`src/rtl/riscv_pkg.sv`:
```
// Shared RV32I definitions for the memory stage: opcodes, funct3 encodings,
// M-stage states and sticky fault codes.
package riscv_pkg;

  localparam logic [6:0] OPC_LOAD   = 7'b0000011;
  localparam logic [6:0] OPC_STORE  = 7'b0100011;
  localparam logic [6:0] OPC_OP     = 7'b0110011;
  localparam logic [6:0] OPC_OP_IMM = 7'b0010011;
  localparam logic [6:0] OPC_LUI    = 7'b0110111;
  localparam logic [6:0] OPC_AUIPC  = 7'b0010111;
  localparam logic [6:0] OPC_JAL    = 7'b1101111;
  localparam logic [6:0] OPC_JALR   = 7'b1100111;

  localparam logic [2:0] F3_LB  = 3'b000;
  localparam logic [2:0] F3_LH  = 3'b001;
  localparam logic [2:0] F3_LW  = 3'b010;
  localparam logic [2:0] F3_LBU = 3'b100;
  localparam logic [2:0] F3_LHU = 3'b101;
  localparam logic [2:0] F3_SB  = 3'b000;
  localparam logic [2:0] F3_SH  = 3'b001;
  localparam logic [2:0] F3_SW  = 3'b010;

  localparam logic [1:0] FAULT_NONE     = 2'b00;
  localparam logic [1:0] FAULT_MISALIGN = 2'b01;
  localparam logic [1:0] FAULT_TIMEOUT  = 2'b10;

  typedef enum logic [1:0] {
    IDLE,
    WAIT,
    FAULT
  } mstate_t;

  function automatic logic writes_rd(input logic [6:0] opc);
    return (opc == OPC_OP) || (opc == OPC_OP_IMM) || (opc == OPC_LUI) ||
           (opc == OPC_AUIPC) || (opc == OPC_JAL) || (opc == OPC_JALR) ||
           (opc == OPC_LOAD);
  endfunction

  // size is funct3[1:0]: 00 byte, 01 half, 1x word
  function automatic logic misaligned(input logic [1:0] size, input logic [1:0] addr_lo);
    return ((size == 2'b01) && addr_lo[0]) || (size[1] && (addr_lo != 2'b00));
  endfunction

endpackage

```
`src/rtl/riscv_load_align.sv`:
```
// Load data path: picks the addressed byte/half lane from the memory word and
// sign- or zero-extends it according to funct3.
module riscv_load_align
  import riscv_pkg::*;
(
  input  logic [31:0] rdata,
  input  logic [1:0]  addr_lo,
  input  logic [2:0]  funct3,
  output logic [31:0] data
);

  logic signed [7:0]  lane_b;
  logic signed [15:0] lane_h;

  always_comb begin
    case (addr_lo)
      2'd0:    lane_b = rdata[7:0];
      2'd1:    lane_b = rdata[15:8];
      2'd2:    lane_b = rdata[23:16];
      default: lane_b = rdata[31:24];
    endcase
    lane_h = addr_lo[1] ? rdata[31:16] : rdata[15:0];

    case (funct3)
      F3_LB:   data = 32'(lane_b);
      F3_LH:   data = 32'(lane_h);
      F3_LBU:  data = {24'h0, lane_b};
      F3_LHU:  data = {16'h0, lane_h};
      F3_LW:   data = rdata;
      default: data = rdata;
    endcase
  end

endmodule

```
`src/rtl/riscv_mem_stage.sv`:
```
// RV32I memory-access stage: data-memory handshake with wait states, store lane
// steering, load alignment, sticky fault handling and the registered MW bundle.
module riscv_mem_stage
  import riscv_pkg::*;
#(
  parameter int XLEN     = 32,
  parameter int MAX_WAIT = 15
) (
  input  logic            clk,
  input  logic            reset,
  input  logic            em_valid,
  input  logic [31:0]     em_instr,
  input  logic [XLEN-1:0] em_addr,
  input  logic [XLEN-1:0] em_rs2,
  input  logic [XLEN-1:0] em_eresult,
  output logic            mem_req,
  output logic            mem_we,
  output logic [XLEN-1:0] mem_addr,
  output logic [XLEN-1:0] mem_wdata,
  output logic [3:0]      mem_wmask,
  input  logic            mem_ready,
  input  logic [XLEN-1:0] mem_rdata,
  output logic            m_stall,
  output logic            mw_valid,
  output logic [4:0]      mw_rd,
  output logic            mw_wb_en,
  output logic [XLEN-1:0] mw_wb_data,
  output logic [1:0]      m_fault
);

  localparam int CNT_W = (MAX_WAIT < 2) ? 1 : $clog2(MAX_WAIT + 1);
  localparam logic [CNT_W:0] MAX_CNT = MAX_WAIT[CNT_W:0];

  mstate_t          state_q, state_d;
  logic [CNT_W-1:0] cnt_q, cnt_d;
  logic [CNT_W:0]   cnt_inc;
  logic [1:0]       fault_q, fault_d;
  logic             mw_valid_q, mw_valid_d;
  logic [4:0]       mw_rd_q, mw_rd_d;
  logic             mw_wb_en_q, mw_wb_en_d;
  logic [XLEN-1:0]  mw_wb_data_q, mw_wb_data_d;

  logic [6:0]       opcode;
  logic [2:0]       funct3;
  logic [4:0]       rd;
  logic             is_load, is_store, is_mem, bad_align, timeout;
  logic             req, stall;
  logic [3:0]       st_mask;
  logic [XLEN-1:0]  st_wdata;
  logic [XLEN-1:0]  load_data;
  logic             unused_instr_hi;

  assign opcode          = em_instr[6:0];
  assign rd              = em_instr[11:7];
  assign funct3          = em_instr[14:12];
  assign unused_instr_hi = ^em_instr[31:15];

  assign is_load   = em_valid && (opcode == OPC_LOAD);
  assign is_store  = em_valid && (opcode == OPC_STORE);
  assign is_mem    = is_load || is_store;
  assign bad_align = is_mem && misaligned(funct3[1:0], em_addr[1:0]);
  assign cnt_inc   = {1'b0, cnt_q} + 1'b1;
  assign timeout   = (MAX_WAIT > 0) && (cnt_inc == MAX_CNT);

  riscv_load_align u_load_align (
    .rdata   (mem_rdata),
    .addr_lo (em_addr[1:0]),
    .funct3  (funct3),
    .data    (load_data)
  );

  always_comb begin
    case (funct3)
      F3_SB: begin
        st_mask  = 4'b0001 << em_addr[1:0];
        st_wdata = {4{em_rs2[7:0]}};
      end
      F3_SH: begin
        st_mask  = em_addr[1] ? 4'b1100 : 4'b0011;
        st_wdata = {2{em_rs2[15:0]}};
      end
      F3_SW: begin
        st_mask  = 4'b1111;
        st_wdata = em_rs2;
      end
      default: begin
        st_mask  = 4'b1111;
        st_wdata = em_rs2;
      end
    endcase
  end

  always_comb begin
    state_d      = state_q;
    cnt_d        = cnt_q;
    fault_d      = fault_q;
    mw_valid_d   = 1'b0;
    mw_rd_d      = '0;
    mw_wb_en_d   = 1'b0;
    mw_wb_data_d = '0;
    req          = 1'b0;
    stall        = 1'b0;

    case (state_q)
      IDLE: begin
        if (bad_align) begin
          stall      = 1'b1;
          mw_valid_d = 1'b1;
          mw_rd_d    = rd;
          fault_d    = FAULT_MISALIGN;
          state_d    = FAULT;
        end else if (is_mem) begin
          req = 1'b1;
        end else begin
          mw_valid_d = em_valid;
          if (em_valid) begin
            mw_rd_d      = rd;
            mw_wb_en_d   = writes_rd(opcode) && (rd != 5'd0);
            mw_wb_data_d = em_eresult;
          end
        end
      end
      WAIT:    req   = 1'b1;
      FAULT:   stall = 1'b1;
      default: state_d = IDLE;
    endcase

    // Shared completion / wait / timeout handling for an outstanding request
    if (req) begin
      if (mem_ready) begin
        mw_valid_d   = 1'b1;
        mw_rd_d      = rd;
        mw_wb_en_d   = is_load && (rd != 5'd0);
        mw_wb_data_d = is_load ? load_data : '0;
        cnt_d        = '0;
        state_d      = IDLE;
      end else if (timeout) begin
        stall      = 1'b1;
        mw_valid_d = 1'b1;
        mw_rd_d    = rd;
        fault_d    = FAULT_TIMEOUT;
        cnt_d      = '0;
        state_d    = FAULT;
      end else begin
        stall   = 1'b1;
        cnt_d   = cnt_inc[CNT_W-1:0];
        state_d = WAIT;
      end
    end

    if (reset) begin
      req   = 1'b0;
      stall = 1'b0;
    end
  end

  // MW pipeline register boundary
  always_ff @(posedge clk) begin
    if (reset) begin
      state_q      <= IDLE;
      cnt_q        <= '0;
      fault_q      <= FAULT_NONE;
      mw_valid_q   <= 1'b0;
      mw_rd_q      <= '0;
      mw_wb_en_q   <= 1'b0;
      mw_wb_data_q <= '0;
    end else begin
      state_q      <= state_d;
      cnt_q        <= cnt_d;
      fault_q      <= fault_d;
      mw_valid_q   <= mw_valid_d;
      mw_rd_q      <= mw_rd_d;
      mw_wb_en_q   <= mw_wb_en_d;
      mw_wb_data_q <= mw_wb_data_d;
    end
  end

  assign mem_req    = req;
  assign mem_we     = req && is_store;
  assign mem_addr   = {em_addr[XLEN-1:2], 2'b00};
  assign mem_wdata  = st_wdata;
  assign mem_wmask  = is_store ? st_mask : 4'b0000;
  assign m_stall    = stall;
  assign mw_valid   = mw_valid_q;
  assign mw_rd      = mw_rd_q;
  assign mw_wb_en   = mw_wb_en_q;
  assign mw_wb_data = mw_wb_data_q;
  assign m_fault    = fault_q;

endmodule

```
`config.mk`:
```
export PLATFORM = sky130hd
export DESIGN_NAME = riscv_mem_stage
export DESIGN_NICKNAME = d
export VERILOG_FILES = /design/src/rtl/riscv_pkg.sv /design/src/rtl/riscv_load_align.sv /design/src/rtl/riscv_mem_stage.sv
export SDC_FILE = /design/constraint.sdc
export NUM_CORES = 1
export LEC_CHECK = 0
export CAP_MARGIN = 20
export CORE_ASPECT_RATIO = 0.6
export CORE_MARGIN = 2
export CORE_UTILIZATION = 36
export CTS_BUF_LIST = sky130_fd_sc_hd__clkbuf_2 sky130_fd_sc_hd__clkbuf_4 sky130_fd_sc_hd__clkbuf_8
export CTS_CLUSTER_DIAMETER = 40
export CTS_CLUSTER_SIZE = 25
export DETAILED_ROUTE_END_ITERATION = 6
export PLACE_DENSITY = 0.95
export SLEW_MARGIN = 20
export SYNTH_ARGS = -nofsm -noshare
export SYNTH_HDL_FRONTEND = slang
export SYNTH_SLANG_ARGS = --single-unit
```
`constraint.sdc`:
```
create_clock -name clk -period 2.63 [get_ports clk]
set_input_delay 0.526 -clock clk [delete_from_list [all_inputs] [get_ports clk]]
set_output_delay 0.526 -clock clk [all_outputs]
set_load 0.02 [all_outputs]
```
Word-level counts from Yosys, hierarchy flattened
Cells that the tools add are included.

storage, ports and cells
  bits in registers = 47
  output and inout bits = 112
  word-level logic and storage cells = 105

cells by class
  add/sub/neg operators = 1
  equal/unequal tests = 19
  shift-type cells = 1
  muxes and demuxes = 54
  reduce and logical (&&, ||, !) cells = 23

operator list
  kind                 number
  $mux 32              7
  $pmux 32 s4          1
  $pmux 32 s2          1
  $mux 5               7
  $pmux 8 s3           1
  $eq 7x6->1 const B   3
  $mux 1               19
  $mux 2               9
  $mux 16              1
  $mux 4               4
  $eq 7x5->1 const B   2
  $eq 7x7->1 const B   2
  $logic_and 1x1->1    8
  $logic_or 1x1->1     8
  $pmux 4 s2           1
  $eq 7x2->1 const B   1
  $eq 2x1->1 const B   3
  $eq 3x3->1 const B   2
  $add 4x1->5 const B  1
  $eq 5x4->1 const B   1
  $reduce_bool 5->1    1
  $eq 2x2->1 const B   2
  $logic_not 2->1      2
  $pmux 1 s2           2
  9 further kinds      9

Depth between registers and ports, before layout
Gate-level depths: netlist of run 1.

  depth in word-level cells = 14
  gate-level depth with buffers = 7

Cells and area by module
Synthesis of run 1 repeated with hierarchy kept, for this count alone.

second synthesis, totals
  cell total of the unflattened synthesis = 402
  area total of the unflattened synthesis = 3343.2 µm²

modules (own cells, without submodules)
  module            instances  cells each  area an instance (µm²)  seq. area each (µm²)
  riscv_mem_stage   1          271         2620.0                  940.9
  riscv_load_align  1          131         723.2                   0.0

Worst setup path after synthesis of run 1
OpenSTA, ideal clock, no wires.

  path type = input to output
  start = input em_instr[12]
  end = output mem_wmask[1]
  arrival time = 1.839 ns
  setup slack = 0.265 ns
  stages on the path = 5
  buffers on the path = 3
  cells stage by stage = buf_2 buf_2 clkbuf_1 o21ai_0 a21oi_1

on the way
  cells in the longest elaborated chain, start to end = 3
  elaborated cells on any way between the ends = 4
  classes of those cells = 1 x eq/ne; 2 x mux; 1 x reduce/logical

ends and longest elaborated chain
  element                                               line                    text
  start: declaration                                    riscv_mem_stage.sv:12   input logic [31:0] em_instr,
  $eq 3x1->1 / $logic_not 3->1 (equally long branches)  riscv_mem_stage.sv:73   case (funct3)
  $pmux 4 s2 (*)                                        riscv_mem_stage.sv:73
  $mux 4 (*)                                            riscv_mem_stage.sv:182  assign mem_wmask = is_store ? st_mask : 4'b0000;
  end: declaration                                      riscv_mem_stage.sv:20   output logic [3:0] mem_wmask,

Mark *: on every way between the ends. The rest lies on a longest branch, timed or not.

Worst setup path in the final report of run 1
  start = input em_instr[13]
  end = output mem_wdata[17]

on the way
  cells in the longest elaborated chain, start to end = 2
  elaborated cells on any way between the ends = 3
  classes of those cells = 1 x eq/ne; 1 x mux; 1 x reduce/logical

ends and longest elaborated chain
  element                                               line                   text
  $eq 3x1->1 / $logic_not 3->1 (equally long branches)  riscv_mem_stage.sv:73
  $pmux 32 s2 (*)                                       riscv_mem_stage.sv:73
  end: declaration                                      riscv_mem_stage.sv:19  output logic [XLEN-1:0] mem_wdata,

Marked as above.

==> impl_metrics.toml, run 1 <==
[outcome]
outcome = "finished, final reports clean"

[power]
swShare = 0.303
power.density_nw_per_um2 = 351
ir_drop_uv = 164
internal_power_uw = 1300
combPwrFrac = 0.350
seq_power_share = 0.398
power_leakage_uw = 0.00213
clkPwrFrac = 0.252
p_switching_uw = 565
p_total_uw = 1860

[sta]
finalCritPeriodShare = 0.978
setup_viol = 0
period_needed_ps = 2570
hold_viol = 0
max_freq_mhz = 389
clock_skew_ps = 16.5
tightestPinTransition_ps = 780
final.setup.worst_slack_ps = 57.5
max_slew_margin = 0.476
timing.final.max_slew_violations = 0

[layout]
final_util = 0.615
areaGrowthSynthToFinish_pct = 63.1
drive_gt1_frac = 0.194
nNetsFinal = 742
diodes = 0
final_cells = 688

[synth]
yosysUniqueCellTypes = 59
synth_seq_cells = 47
syn-mean-instance-area_um2 = 8.11
yosys_warnings = 0
synthArstFlopShare = 0
ys_seq_area_frac = 0.288
synth_cells = 402
synth_edf_count = 0
syn-cell-area_um2 = 3260
yosys_most_used_dff = "dfxtp_1"

[global_routing]
track_usage = 0.244
grt_pass1_vias = 3633
grt_pass1_wl_um = 19100
antenna_found_initial = 0
grt-ovfl-total = 0
grt_max_degree = 36

[routing]
drc_errors = 0
drt-vias-per-instance = 5.28
drt_iter0_drc = 274
wl_per_cell_um = 17.9
ant_nets = 0
routed_wl_um = 12300
firstDrtPassIters = 5
vias = 3632

[die]
initial_core_util = 0.377
row_count = 26
dieHeight_um = 77.7
fp.dieArea_um2 = 9860
ioPinCount = 276
core_area_um2 = 8650
die_w_um = 127

[critical_path]
crit_fanout = 7
reg2reg_slack_ps = 830
worst-setup-path-type = "in2out"
crit_arrival_ps = 2050
crit_required_ps = 2100
cp-start-kind = "input port"
end_kind = "output pin"

[placement]
dp.cells = 677
dp_hpwl_um = 9720
place_ws_ps = -548
gp_congestion = 0.870
io_buffer_count = 196

[clock_network]
clkLatencyLatePin_ps = 300
clock-sinks = 47
cts.clk_slew.worst_paths_ps = 100
cts_root_buf = "clkbuf_8"
cts_tree = "done"
clock_path_buffers = 2
htree_levels = 2
postCtsHoldBufs = 0
numCtsBuffers = 5

[run]
maxCapViolations = 0

[hold_path]
worstHoldPathType = "reg2reg"
worst max-delay path, stage by stage:
cell and delay [ps]:
clkdlybuf4s50_1 390, buf_4 170, nor2_4 140, buf_4 160
mux2_2 330, dlygate4sd2_1 320
timing repair:
| item | 4_1_cts | 5_1_grt |
|---|---|---|
| buffers inserted | 1 | 2 |
| gates resized for setup | 65 | 26 |
| endpoints found under the setup margin | 31 | 23 |
| cloned | 0 | 1 |
| pin swaps | 1 | 4 |
layout by cell type (no fill, tap or decap), types with 3 or more instances in the layout:
master           netlist  final
clkdlybuf4s50_1        0    160
nand2_1               55     55
dfxtp_1               47     47
buf_4                 41     35
o21ai_0               26     26
nor2_1                24     24
nor2b_1               23     23
a21oi_1               21     19
mux2_2                17     17
dlygate4sd2_1          0     14
o21ai_1               13     13
inv_1                 12     12
o21ai_2               10     10
clkbuf_2               1     10
mux2i_1               10      9
a221oi_1               7      7
nor3_1                 7      6
a222oi_1               6      6
nand3_1                6      6
clkbuf_8               0      6
nor3b_2                5      5
dlymetal6s2s_1         0      5
nor3_2                 2      3
o41ai_1                3      3
o31ai_1                3      3
buf_12                 0      3
through the flow:
| stage | TNS [ps] | cell area (um^2) | hold slack [ps] |
|---|---|---|---|
| after floorplan | 0 | 3270 | 465 |
| after global placement | -7840 | 5220 | 488 |
| after detailed placement | -8460 | 5220 | 518 |
| after CTS | -50.6 | 5290 | 534 |
| after global routing | -5.49 | 5320 | 549 |
| final | 0 | 5320 | 529 |
per-layer routing:
layer | part of all wire | GRT usage
met1 | 0.42 | 0.293
met4 | 0.013 | 0.0560
met5 | 0 | 0
met3 | 0.085 | 0.0807
met2 | 0.48 | 0.426
cell families after synthesis:
family / synth area share
AOI/OAI and AO/OA: 0.235
DFF: 0.288
buffers and inverters: 0.144
adders and majority gates: 0.00767
and+or+nand+nor: 0.232
muxes: 0.0894
xor gates and xnor gates: 0.00269
other: 0.00115
synth_stat cells (all sizes together) (7+ instances only):
master / instances / area, um^2
o21ai: 49 / 283
mux2: 17 / 191
mux2i: 10 / 100
a21oi: 21 / 105
clkbuf: 17 / 65.1
nand2: 55 / 206
dfxtp: 47 / 941
nor3: 10 / 71.3
nor2b: 24 / 158
buf: 49 / 359
nor2: 25 / 96.4
inv: 12 / 45.0
a221oi: 7 / 61.3
power groups by stage:
stage / registers, uW / logic, uW / clock network, uW
3_5_place_dp: 760 / 666 / 0
3_3_place_gp: 759 / 654 / 0
5_1_grt: 745 / 700 / 515
6_report: 743 / 652 / 469
4_1_cts: 743 / 652 / 490
2_1_floorplan: 791 / 320 / 0
area by class of cell:
class,instances,area [um^2]
clock buffer,6,82.6
tap,112,140
sequential,47,941
timing repair buffer,232,2220
clock inverter,1,8.76
fill,748,3330
inverter,12,45.0
multi-input combinational,278,1880
state kept, by name, indices dropped and copies added, names as in the netlist:
name / cells
cnt_q: 4
mw_wb_en: 1
mw_valid: 1
m_fault: 2
state_q: 2
mw_wb_data: 32
mw_rd: 5
final timing paths:
kind                                            start  depth (start not counted)                    end
worst max-delay path                     em_instr[13]                          6          mem_wdata[17]
worst min-delay path            m_fault[0]$_SDFF_PP0_                          2  m_fault[0]$_SDFF_PP0_
worst max register to register  cnt_q[0]$_SDFFE_PP0P_                          7  cnt_q[2]$_SDFFE_PP0P_
worst min register to register  m_fault[0]$_SDFF_PP0_                          2  m_fault[0]$_SDFF_PP0_
Note: power is estimated with default switching activity, not from simulation.
==> run 2, diff against run 1 <==
--- a/config.mk
+++ b/config.mk
@@ -6,14 +6,13 @@
 export NUM_CORES = 1
 export LEC_CHECK = 0
 export CAP_MARGIN = 20
-export CORE_ASPECT_RATIO = 0.6
-export CORE_MARGIN = 2
-export CORE_UTILIZATION = 36
+export CORE_AREA = 2 2 108 110
 export CTS_BUF_LIST = sky130_fd_sc_hd__clkbuf_2 sky130_fd_sc_hd__clkbuf_4 sky130_fd_sc_hd__clkbuf_8
 export CTS_CLUSTER_DIAMETER = 40
 export CTS_CLUSTER_SIZE = 25
 export DETAILED_ROUTE_END_ITERATION = 6
-export PLACE_DENSITY = 0.95
+export DIE_AREA = 0 0 110 112
+export PLACE_DENSITY = 0.83
 export SLEW_MARGIN = 20
 export SYNTH_ARGS = -nofsm -noshare
 export SYNTH_HDL_FRONTEND = slang
==> run 2 against run 1 <==
  * Cell count grew 5.7%
  * Hold slack got worse by 21 ps
  * Non-clock buffer count is 6 higher
  * Total power rose by 4.5%
  * Combinational power hardly changed
  * Register-to-register slack about the same
  * First-iteration DRC count is 3.6% higher
  * Via count down 1.6%
  * Sequential power about the same
  * Final area increased by 1.9%
  * Largest power group unchanged
  * Highest routed layer unchanged
==> impl_metrics.toml, run 2 (synthesis results as in run 1) <==
[outcome]
outcome = "finished, final reports clean"

[die]
row_count = 39
ioPinCount = 276
die_w_um = 110
initial_core_util = 0.292
fp.dieArea_um2 = 12300
core_area_um2 = 11200
dieHeight_um = 112

[sta]
clock_skew_ps = 11.0
tightestPinTransition_ps = 816
setup_viol = 0
hold_viol = 0
max_slew_margin = 0.455
finalCritPeriodShare = 0.976
max_freq_mhz = 389
timing.final.max_slew_violations = 0
hold-worst-slack_ps = 509
rsz0062_at_grt = "yes"
final.setup.worst_slack_ps = 62.4
period_needed_ps = 2570

[routing]
ant_nets = 0
routed_wl_um = 12000
vias = 3573
drt_iter0_drc = 284
drc_errors = 0
firstDrtPassIters = 6
wl_per_cell_um = 16.5
drt-vias-per-instance = 4.91

[clock_network]
numCtsBuffers = 5
clkLatencyLatePin_ps = 310
cts_root_buf = "clkbuf_8"
clock_path_buffers = 2
postCtsHoldBufs = 0
htree_levels = 2
clock-sinks = 47
cts_tree = "done"
cts.clk_slew.worst_paths_ps = 90

[layout]
areaGrowthSynthToFinish_pct = 66.1
drive_gt1_frac = 0.199
layout_commonest_cell = "clkdlybuf4s50_1"
final_area_um2 = 5420
nNetsFinal = 748
num-fill-cells = 1086
final_cell_mix = "clkdlybuf4s50_1, nand2_1, dfxtp_1, buf_4, o21ai_0"
final_cells = 727
largest_reg_flops = 32

[placement]
dp_hpwl_um = 9900
gp_congestion = 0.866
postPlaceCellArea_um2 = 5310
place_ws_ps = -570
dp.cells = 713
io_buffer_count = 196

[critical_path]
cp-start-kind = "input port"
crit_required_ps = 2100
crit_fanout = 3
worst-setup-path-type = "in2out"
crit_arrival_ps = 2040
end_kind = "output pin"

[power]
clkPwrFrac = 0.285
internal_power_uw = 1380
ir_drop_uv = 232
power.density_nw_per_um2 = 360
seq_power_share = 0.381
swShare = 0.293
p_switching_uw = 571
power_leakage_uw = 0.00213
combPwrFrac = 0.333

[global_routing]
antenna_found_initial = 1
track_usage = 0.191
grt_pass1_vias = 3633
grt_pass1_wl_um = 18400
grt-ovfl-total = 0
grt_max_degree = 35

[run]
maxCapViolations = 0

[hold_path]
worstHoldPathType = "reg2reg"
run 2: cell types whose count changed in the layout (fill, tap and decap cells not counted), sizes merged:
cell	previous run	this run
diode	0	1
buf	42	53
clkdlybuf4s50	160	159
bufinv	0	1
dlygate4sd2	14	19
clkdlybuf4s15	0	7
clkbuf	17	5
dlymetal6s2s	5	0
clkinvlp	0	1
run 2: power by group through the flow:
| stage | Clock [uW] | Combinational [uW] | Sequential [uW] |
|---|---|---|---|
| floorplan | 0 | 320 | 791 |
| global placement | 0 | 664 | 759 |
| detailed placement | 0 | 670 | 760 |
| CTS | 577 | 653 | 743 |
| global route | 596 | 696 | 745 |
| finish | 556 | 649 | 743 |
run 2: layout make-up:
| cell class | instances | area (um^2) | area share |
|---|---|---|---|
| Timing Repair Buffer | 238 | 2260 | 0.418 |
| Clock inverter | 3 | 46.3 | 0.00855 |
| Clock buffer | 5 | 68.8 | 0.0127 |
| Inverter | 12 | 45.0 | 0.00831 |
| Antenna cell | 1 | 2.50 | 0.000462 |
| Multi-Input combinational cell | 278 | 1870 | 0.345 |
| Sequential cell | 47 | 941 | 0.174 |
| Tap cell | 143 | 179 | 0.0330 |
run 2: worst paths after layout:
check / from / to / slack [ps] / cells after the start
min reg2reg: m_fault[1]$_SDFF_PP0_ / m_fault[1]$_SDFF_PP0_ / 510 / 2
min: m_fault[1]$_SDFF_PP0_ / m_fault[1]$_SDFF_PP0_ / 510 / 2
max reg2reg: cnt_q[0]$_SDFFE_PP0P_ / cnt_q[3]$_SDFFE_PP0P_ / 820 / 7
max: em_instr[3] / m_stall / 60 / 8
run 2: worst max-delay path: stages:
cell             delay, ps
clkdlybuf4s50_1        470
nor4b_4                360
buf_4                  180
buf_4                   90
or2_4                  100
a21oi_1                 60
nor2_1                 110
buf_4                  140
run 2: layer usage:
| layer | GRT usage | part of all wire | up-vias |
|---|---|---|---|
| met5 | 0 | 0 | - |
| li1 | - | - | 1734 |
| met4 | 0.0954 | 0.040 | 0 |
| met3 | 0.0322 | 0.076 | 41 |
| met2 | 0.339 | 0.50 | 179 |
| met1 | 0.216 | 0.38 | 1619 |
run 2: stage by stage:
stage	setup TNS, ps	util	total power [uW]
floorplan	0	-	1110
global placement	-11320	0.475	1420
detailed placement	-12370	0.475	1430
CTS	0	0.483	1970
global route	-14.4	0.485	2040
finish	0	0.485	1950
run 2: repair_timing:
action                     in CTS  in global routing
pin swaps                       5                  4
buffers inserted                3                  2
resized for setup              83                  2
setup endpoints to repair      30                  9
